### src/rtl/dualwatch_pkg.sv
// Shared constants for the dual-watch time reporter: time-bus field layout,
// ASCII codes, frame lengths and the reporter FSM state encoding.
package dualwatch_pkg;

  localparam int HOUR_MSB = 23;
  localparam int HOUR_LSB = 19;
  localparam int MIN_MSB  = 18;
  localparam int MIN_LSB  = 13;
  localparam int SEC_MSB  = 12;
  localparam int SEC_LSB  = 7;
  localparam int MSEC_MSB = 6;
  localparam int MSEC_LSB = 0;

  localparam logic [7:0] ASCII_ZERO  = 8'h30;
  localparam logic [7:0] ASCII_W     = 8'h57;
  localparam logic [7:0] ASCII_S     = 8'h53;
  localparam logic [7:0] ASCII_SPACE = 8'h20;
  localparam logic [7:0] ASCII_CR    = 8'h0D;
  localparam logic [7:0] ASCII_LF    = 8'h0A;

  localparam int FRAME_LEN_PREFIX   = 15;
  localparam int FRAME_LEN_NOPREFIX = 13;

  typedef enum logic [1:0] {
    ST_IDLE = 2'd0,
    ST_CONV = 2'd1,
    ST_SEND = 2'd2
  } state_t;

endpackage

### src/rtl/dualwatch_time_reporter_if.sv
// Byte stream handshake from the time reporter into the UART TX FIFO.
interface dualwatch_time_reporter_if;
  logic [7:0] tx_data;
  logic       tx_valid;
  logic       tx_ready;

  modport master (output tx_data, output tx_valid, input tx_ready);
  modport slave  (input tx_data, input tx_valid, output tx_ready);
endinterface

### src/rtl/dualwatch_bin2ascii2.sv
// Combinational 7-bit binary to two ASCII decimal digits, saturating at "99".
module dualwatch_bin2ascii2
  import dualwatch_pkg::*;
(
  input  logic [6:0] v,
  output logic [7:0] tens_char,
  output logic [7:0] ones_char
);

  logic [6:0] sat;
  logic [6:0] tens;
  logic [6:0] ones;

  assign sat       = (v > 7'd99) ? 7'd99 : v;
  assign tens      = sat / 7'd10;
  assign ones      = sat - (tens * 7'd10);
  assign tens_char = ASCII_ZERO + {1'b0, tens};
  assign ones_char = ASCII_ZERO + {1'b0, ones};

endmodule

### src/rtl/dualwatch_time_reporter.sv
// Renders a frozen snapshot of watch/stopwatch time as an ASCII frame, one byte
// per handshake. DUALWATCH_REPORT_PREFIX_EN adds the "W "/"S " prefix.
//
// state   | meaning
// ST_IDLE | waiting for req; snapshot taken on req
// ST_CONV | snapshot fields converted to ASCII digits
// ST_SEND | frame bytes presented on tx until the last handshake
module dualwatch_time_reporter
  import dualwatch_pkg::*;
#(
  parameter logic [7:0] SEP_CHAR = 8'h3A,
  parameter logic [7:0] DEC_CHAR = 8'h2E
) (
  input  logic        clk,
  input  logic        rst,
  input  logic        req,
  input  logic        src_sel,
  input  logic [23:0] wtch_time,
  input  logic [23:0] stpw_time,
  dualwatch_time_reporter_if.master tx,
  output logic        busy,
  output logic        done
);

`ifdef DUALWATCH_REPORT_PREFIX_EN
  localparam int         FRAME_LEN = FRAME_LEN_PREFIX;
  localparam logic [3:0] POS_BASE  = 4'd0;
`else
  // Without the prefix, byte 0 maps onto frame position 2 (H1)
  localparam int         FRAME_LEN = FRAME_LEN_NOPREFIX;
  localparam logic [3:0] POS_BASE  = 4'd2;
`endif
  localparam logic [3:0] LAST_IDX = 4'(FRAME_LEN - 1);

  state_t      state;
  logic [23:0] snap_time;
  logic        snap_src;
  logic [63:0] digits_q;
  logic [63:0] digits_c;
  logic [3:0]  idx;
  logic [7:0]  tx_data_q;
  logic        tx_valid_q;

  dualwatch_bin2ascii2 u_hour (
    .v({2'b00, snap_time[HOUR_MSB:HOUR_LSB]}),
    .tens_char(digits_c[63:56]), .ones_char(digits_c[55:48]));
  dualwatch_bin2ascii2 u_min (
    .v({1'b0, snap_time[MIN_MSB:MIN_LSB]}),
    .tens_char(digits_c[47:40]), .ones_char(digits_c[39:32]));
  dualwatch_bin2ascii2 u_sec (
    .v({1'b0, snap_time[SEC_MSB:SEC_LSB]}),
    .tens_char(digits_c[31:24]), .ones_char(digits_c[23:16]));
  dualwatch_bin2ascii2 u_msec (
    .v(snap_time[MSEC_MSB:MSEC_LSB]),
    .tens_char(digits_c[15:8]), .ones_char(digits_c[7:0]));

  // Frame position -> byte; positions 0/1 are the optional prefix
  function automatic logic [7:0] frame_byte(input logic [3:0] pos, input logic src,
                                            input logic [63:0] dg);
    logic [7:0] b;
    case (pos)
      4'd0:    b = src ? ASCII_S : ASCII_W;
      4'd1:    b = ASCII_SPACE;
      4'd2:    b = dg[63:56];
      4'd3:    b = dg[55:48];
      4'd4:    b = SEP_CHAR;
      4'd5:    b = dg[47:40];
      4'd6:    b = dg[39:32];
      4'd7:    b = SEP_CHAR;
      4'd8:    b = dg[31:24];
      4'd9:    b = dg[23:16];
      4'd10:   b = DEC_CHAR;
      4'd11:   b = dg[15:8];
      4'd12:   b = dg[7:0];
      4'd13:   b = ASCII_CR;
      4'd14:   b = ASCII_LF;
      default: b = 8'h00;
    endcase
    return b;
  endfunction

  always_ff @(posedge clk) begin
    if (!rst) begin
      state      <= ST_IDLE;
      snap_time  <= 24'h0;
      snap_src   <= 1'b0;
      digits_q   <= 64'h0;
      idx        <= 4'd0;
      tx_data_q  <= 8'h00;
      tx_valid_q <= 1'b0;
      busy       <= 1'b0;
      done       <= 1'b0;
    end else begin
      done <= 1'b0;
      case (state)
        ST_IDLE: begin
          if (req) begin
            snap_time <= src_sel ? stpw_time : wtch_time;
            snap_src  <= src_sel;
            busy      <= 1'b1;
            state     <= ST_CONV;
          end
        end
        ST_CONV: begin
          digits_q   <= digits_c;
          idx        <= 4'd0;
          tx_data_q  <= frame_byte(POS_BASE, snap_src, digits_c);
          tx_valid_q <= 1'b1;
          state      <= ST_SEND;
        end
        ST_SEND: begin
          if (tx_valid_q && tx.tx_ready) begin
            if (idx == LAST_IDX) begin
              idx        <= 4'd0;
              tx_data_q  <= 8'h00;
              tx_valid_q <= 1'b0;
              busy       <= 1'b0;
              done       <= 1'b1;
              state      <= ST_IDLE;
            end else begin
              idx       <= idx + 4'd1;
              tx_data_q <= frame_byte(POS_BASE + idx + 4'd1, snap_src, digits_q);
            end
          end
        end
        default: state <= ST_IDLE;
      endcase
    end
  end

  assign tx.tx_data  = tx_data_q;
  assign tx.tx_valid = tx_valid_q;

endmodule

### src/flat_wrapper.sv
// flat-port wrapper written by rule: the top's interface ports become plain ports
module dualwatch_time_reporter_flat import dualwatch_pkg::*;
#(
  parameter logic [7:0] SEP_CHAR = 8'h3A,
  parameter logic [7:0] DEC_CHAR = 8'h2E
)
  (clk, rst, req, src_sel, wtch_time, stpw_time, busy, done, tx_tx_data, tx_tx_valid, tx_tx_ready);
  dualwatch_time_reporter_if tx_i ();
  input  logic clk;
  input  logic rst;
  input  logic req;
  input  logic src_sel;
  input  logic [23:0] wtch_time;
  input  logic [23:0] stpw_time;
  output logic busy;
  output logic done;
  output wire logic [$bits(tx_i.tx_data)-1:0] tx_tx_data;
  output wire logic [$bits(tx_i.tx_valid)-1:0] tx_tx_valid;
  input wire logic [$bits(tx_i.tx_ready)-1:0] tx_tx_ready;
  assign tx_tx_data = tx_i.tx_data;
  assign tx_tx_valid = tx_i.tx_valid;
  assign tx_i.tx_ready = tx_tx_ready;
  dualwatch_time_reporter #(.SEP_CHAR(SEP_CHAR), .DEC_CHAR(DEC_CHAR)) u_core (.clk(clk), .rst(rst), .req(req), .src_sel(src_sel), .wtch_time(wtch_time), .stpw_time(stpw_time), .tx(tx_i), .busy(busy), .done(done));
endmodule
### config.mk
export PLATFORM = sky130hd
export DESIGN_NAME = dualwatch_time_reporter_flat
export DESIGN_NICKNAME = d
export VERILOG_FILES = /design/src/rtl/dualwatch_pkg.sv /design/src/rtl/dualwatch_time_reporter_if.sv /design/src/rtl/dualwatch_bin2ascii2.sv /design/src/rtl/dualwatch_time_reporter.sv /design/src/flat_wrapper.sv
export SDC_FILE = /design/constraint.sdc
export NUM_CORES = 1
export LEC_CHECK = 0
export ABC_AREA = 1
export ABC_CLOCK_PERIOD_IN_PS = 10500
export CELL_PAD_IN_SITES_DETAIL_PLACEMENT = 1
export CELL_PAD_IN_SITES_GLOBAL_PLACEMENT = 2
export CORE_ASPECT_RATIO = 1.1
export CORE_MARGIN = 2
export CORE_UTILIZATION = 34
export DETAILED_ROUTE_END_ITERATION = 6
export GPL_ROUTABILITY_DRIVEN = 0
export PLACE_DENSITY = 0.86
export RECOVER_POWER = 100
export SLEW_MARGIN = 10
export SYNTH_ARGS = -nofsm -noshare
export SYNTH_HDL_FRONTEND = slang
export SYNTH_SLANG_ARGS = --single-unit
### constraint.sdc
create_clock -name clk -period 10.5 [get_ports clk]
set_clock_uncertainty 0.15 [all_clocks]
set_input_delay 2.1 -clock clk [delete_from_list [all_inputs] [get_ports clk]]
set_output_delay 2.1 -clock clk [all_outputs]
set_load 0.01 [all_outputs]
Yosys cells after proc, flatten, opt, wreduce, memory -nomap -nowiden

Cells that the tools add are included.

Output and inout bits: 11
Register bits: 106

Mux-type cells: 23
$add $sub $neg: 15
Magnitude comparators: 4
Div/mod/pow operators: 4
Multipliers: 4
Reduce and logical (&&, ||, !) cells: 12
Equality and inequality tests: 20

Operators by type and width:

| kind                                                 | number |
|---|---|
| case mux 8 bit (14 select lines)                     | 1 |
| adder 6 x 7 -> 8 bit (first input constant)          | 8 |
| equality test 4 bit (second input constant)          | 8 |
| divider 7 x 4 -> 7 bit (second input constant)       | 4 |
| multiplier 7 x 3 -> 6 bit (second input constant)    | 4 |
| 2-to-1 mux 7 bit                                     | 4 |
| subtractor 7 bit                                     | 4 |
| 2-to-1 mux 24 bit                                    | 1 |
| equality test 4 x 3 -> 1 bit (second input constant) | 4 |
| 2-to-1 mux 8 bit                                     | 2 |
| case mux 8 bit (2 select lines)                      | 1 |
| > comparator 6 x 7 -> 1 bit (second input constant)  | 2 |
| AND reduction 3 bit                                  | 3 |
| adder 4 x 1 -> 4 bit (second input constant)         | 2 |
| equality test 4 x 2 -> 1 bit (second input constant) | 2 |
| 2-to-1 mux 4 bit                                     | 2 |
| case mux 4 bit (2 select lines)                      | 1 |
| > comparator 5 x 7 -> 1 bit (second input constant)  | 1 |
| > comparator 7 bit (second input constant)           | 1 |
| 2-to-1 mux 2 bit                                     | 3 |
| case mux 2 bit (3 select lines)                      | 1 |
| adder 2 x 4 -> 4 bit (first input constant)          | 1 |
| equality test 4 x 1 -> 1 bit (second input constant) | 1 |
| logical NOT 4 bit                                    | 1 |
| other kinds (13)                                     | 20 |

Depth between registers and ports, before layout

Word-level depth: 8
Gate-level depth with buffers: 38

By module

From an unflattened synthesis, not the netlist that was laid out.

Cell total of the unflattened synthesis: 1159
Area total of the unflattened synthesis: 7836.3 µm²

Modules (own cells, without submodules):

| module                                   | times used | cells an instance | area an instance (µm²) |
|---|---|---|---|
| dualwatch_time_reporter                  | 1          | 714               | 4938.5 |
| dualwatch_bin2ascii2 (u_core.u_msec ...) | 2          | 111               | 728.2 |
| dualwatch_bin2ascii2 (u_core.u_min)      | 1          | 114               | 728.2 |
| dualwatch_bin2ascii2 (u_core.u_hour)     | 1          | 109               | 713.2 |

Worst setup path after synthesis

No wires, ideal clock.

Path kind: register -> register
Start: register u_core.snap_time[5]
End: register u_core.digits_q[6]
Slack: 5808 ps
Stages on the path, launching flop included: 35
Period minus slack after synthesis: 4692 ps
Data required time: 10233 ps
Arrival time: 4425 ps
Cell sequence: dfxtp_1 nand2_2 nand2_1 inv_1 ha_1 o21ai_0 nand2_1 nand2_2 inv_1 ha_1 nor2_4 nand2_2 nand2_2 nand3_1 nand2_2 nand2_2 nand2_1 inv_2 ha_1 nand2_1 nand2_1 nor2_1 nand2_1 nand3_2 ha_1 ha_1 inv_1 fa_1 ha_1 a21oi_1 nand2_1 xor2_1 nor2_1 o221ai_1 inv_1

Cells in the longest elaborated chain, start to end: 6

Ends and longest elaborated chain:

| what                      | line                           | source |
|---|---|---|
| start: declaration        | dualwatch_time_reporter.sv:36  | `logic [23:0] snap_time;` |
| start signal: assignment  | dualwatch_time_reporter.sv:98  | `snap_time <= src_sel ? stpw_time : wtch_time;` |
| > comparator 7 bit        | dualwatch_bin2ascii2.sv:14     | `assign sat = (v > 7'd99) ? 7'd99 : v;` |
| 2-to-1 mux 7 bit (*)      | dualwatch_bin2ascii2.sv:14     |  |
| divider 7 x 4 -> 7 bit    | dualwatch_bin2ascii2.sv:15     | `assign tens = sat / 7'd10;` |
| multiplier 7 x 3 -> 6 bit | dualwatch_bin2ascii2.sv:16     | `assign ones = sat - (tens * 7'd10);` |
| subtractor 7 bit (*)      | dualwatch_bin2ascii2.sv:16     |  |
| adder 6 x 7 -> 8 bit (*)  | dualwatch_bin2ascii2.sv:18     | `assign ones_char = ASCII_ZERO + {1'b0, ones};` |
| end signal: assignment    | dualwatch_time_reporter.sv:105 | `digits_q <= digits_c;` |
| end: declaration          | dualwatch_time_reporter.sv:38  | `logic [63:0] digits_q;` |

Every way passes the cells marked *; elsewhere a longest branch is shown, timed or not.
A chain may end at the register's enable or synchronous reset.

==> flow_metrics.env <==
export IMPL_outcome="finished with violations"
export IMPL_violations="max-capacitance violations, max-slew violations"
export IMPL_yosysUniqueCellTypes=44
export IMPL_synthArstFlopShare_pct=0
export IMPL_critPathLaunchType="primary input"
export IMPL_required_ns=10.63
export IMPL_synth_seq_cells=87
export IMPL_peakVddDrop_mv=0.101
export IMPL_total_power_mw=2.23
export IMPL_cts_tree="built"
export IMPL_worst_slew_pin_slew_ns=2.64
export IMPL_final_max_slew_viol_count=61
export IMPL_fin_crit_sh_pct=56.4
export IMPL_clk_pin_slew_worst_paths_ns=0.06
export IMPL_min_delay_start="u_core.tx.tx_data[7]$_SDFFE_PN0P_"
export IMPL_n_fill_cell=2155
export IMPL_clockBufferDepth=2
export IMPL_hold_depth=2
export IMPL_synth_main_ff_cell="dfxtp_1"
export IMPL_cp_arrival_ns=6.05
export IMPL_diodes=0
export IMPL_rrSetupSlack_ns=5.03
export IMPL_cts_sinks=87
export IMPL_rsz0062_at_grt="false"
export IMPL_drt_first_pass_iters=4
export IMPL_vias=5490
export IMPL_yosysSeqAreaShare_pct=30.0
export IMPL_setup_viol=0
export IMPL_crit_type="in -> reg"
export IMPL_rows=50
export IMPL_numCtsBuffers=9
export IMPL_antenna_found_initial=0
export IMPL_hold_end="u_core.tx.tx_data[7]$_SDFFE_PN0P_"
export IMPL_max_cap_violations=1
export IMPL_yosysTopAreaCell="dfxtp_1"
export IMPL_wirelength_mm=15.9
export IMPL_io_buffers=63
export IMPL_drc=0
export IMPL_synth_area_per_cell_um2=6.81
export IMPL_cts_max_level=3
export IMPL_grt_ovfl_total=0
export IMPL_post_cts_setup_buffer_count=0
export IMPL_period_minus_slack_ns=5.93
export IMPL_areaGrowthSynthToFinish_pct=18.9
export IMPL_nets=1003
export IMPL_synth_area_leaders="dfxtp_1, nand2_1, ha_1"
export IMPL_grt_pass1_wl_mm=27.0
export IMPL_reg2reg_from="u_core.snap_time[5]$_SDFFE_PN0P_"
export IMPL_holdBufCountCts=0
export IMPL_yosys_warnings=0
export IMPL_dieArea_um2=18100
export IMPL_max_slew_margin_rel_pct=-76.2
export IMPL_max_freq_ghz=0.169
export IMPL_initial_utilization_pct=34.3
export IMPL_power_density_nw_per_um2=324
export IMPL_leakagePower_nw=3.41
export IMPL_grt_use_total_pct=18.5
export IMPL_cts_root_buffer="clkbuf_16"
export IMPL_fp_dieW_um=129
export IMPL_setup_tns_ns=0
export IMPL_hp_class="reg -> reg"
export IMPL_ioPinCount=64
export IMPL_r2r_end="u_core.digits_q[6]$_SDFFE_PN0P_"
export IMPL_reg2reg_depth=34
export IMPL_grt_pass1_vias=5577
export IMPL_drt_iter0_drc=182
export IMPL_hold_viol_final=0
export IMPL_wire_per_inst_um=14.3
export IMPL_post_synth_inst_count=852
export IMPL_dp_final_hpwl_mm=12.0
export IMPL_insertion_delay_ns=0.35
export IMPL_synth_most_common_cell="nand2_1"
export IMPL_synth_net_count=955
export IMPL_path_max_fanout=60
export IMPL_core_um2=16900
export IMPL_yosysTopAreaCellShare_pct=30.0
export IMPL_grt_max_degree=62
export IMPL_drive_above_1_share_pct=6.74
export IMPL_end_kind="register"
export IMPL_synth_edff_count=0
export IMPL_via_per_inst=4.93
export IMPL_synth_top_cells_by_count="nand2_1, inv_1, dfxtp_1"
export IMPL_post_cts_resized=0
export IMPL_drtAntennaViolNets=0
export IMPL_synth_area_um2=5800
export IMPL_die_h_um=141
critical path, cell delays in order:
cell and delay [ns]:
buf_2 0.07, clkbuf_1 1.86, inv_1 1.30, a21oi_1 0.47, a21boi_0 0.20
final cells by class:
type	instances	area (um^2)	area share, %
clock inverters	3	40.0	0.581
inverters	142	533	7.73
repair buffers	67	652	9.45
multi-input cells	593	3400	49.3
flip-flops and latches	87	1740	25.3
clock buffers	13	270	3.92
well taps	208	260	3.77
layout by cell type, fill, tap and decap left out, types with 5 or more instances in the layout:
cell type        count
a21oi_1             51
clkbuf_16            9
clkdlybuf4s50_1     51
dfxtp_1             87
dlygate4sd3_1       11
ha_1                45
inv_1              136
inv_2                5
nand2_1            191
nand2_2              7
nand3_1             56
nand3_2              5
nand4_1              9
nor2_1              71
nor2_2               5
nor2_4               5
o211ai_1            32
o21ai_0             56
xor2_1              16
stage by stage:
step	area, um^2	cells	utilization, %	setup slack (ns)	hold WS [ns]
final	6900	1113	40.8	4.57	0.311
after CTS	6910	1113	40.9	5.13	0.318
after detailed placement	6600	1097	39.1	5.16	0.308
after global placement	6600	1097	39.1	5.36	0.304
after floorplan	5800	852	-	5.81	0.280
after global routing	6900	1113	40.8	4.07	0.343
worst max-delay path by stage:
stage | to | slack (ns) | depth (start not counted) | from
floorplan | u_core.digits_q[6]$_SDFFE_PN0P_ | 5.81 | 34 | u_core.snap_time[5]$_SDFFE_PN0P_
global placement | u_core.digits_q[6]$_SDFFE_PN0P_ | 5.36 | 34 | u_core.snap_time[5]$_SDFFE_PN0P_
detailed placement | u_core.digits_q[6]$_SDFFE_PN0P_ | 5.16 | 33 | u_core.snap_time[5]$_SDFFE_PN0P_
CTS | u_core.digits_q[6]$_SDFFE_PN0P_ | 5.13 | 33 | u_core.snap_time[5]$_SDFFE_PN0P_
global route | u_core.idx[2]$_SDFFE_PN0P_ | 4.07 | 5 | rst
finish | u_core.idx[2]$_SDFFE_PN0P_ | 4.57 | 5 | rst
flip-flops by register name, indices dropped and copies added (netlist names):
register and flops:
u_core.tx.tx_valid 1, u_core.done 1, u_core.snap_time 24, u_core.tx.tx_data 8
u_core.state 2, u_core.idx 4, u_core.snap_src 1, u_core.busy 1
u_core.digits_q 45
power breakdown:
group / total, mW / leakage (nW) / switching (mW) / internal (mW)
combinational: 1.35 / 2.54 / 0.821 / 0.525
sequential: 0.550 / 0.715 / 0.0965 / 0.453
clock: 0.337 / 0.156 / 0.134 / 0.203
kinds of logic after synthesis:
| logic type | count (synthesis) | share of synthesized area (%) |
|---|---|---|
| AND/OR/NAND/NOR | 363 | 27.7 |
| buffers and inverters | 172 | 11.2 |
| AO/OA/AOI/OAI | 158 | 16.2 |
| flip-flops | 87 | 30.0 |
| adder cells (fa/ha/maj) | 50 | 11.3 |
| XOR/XNOR | 22 | 3.58 |
routing by layer:
metal  track usage, %  share of wire, %  vias to the layer above
li1                 -                 -                     2844
met5                0                 0                        -
met2             30.9                47                       83
met4             4.98               1.4                        0
met1             24.8                49                     2547
met3             2.92               3.3                       16
Power figures use the tool's default switching activity.
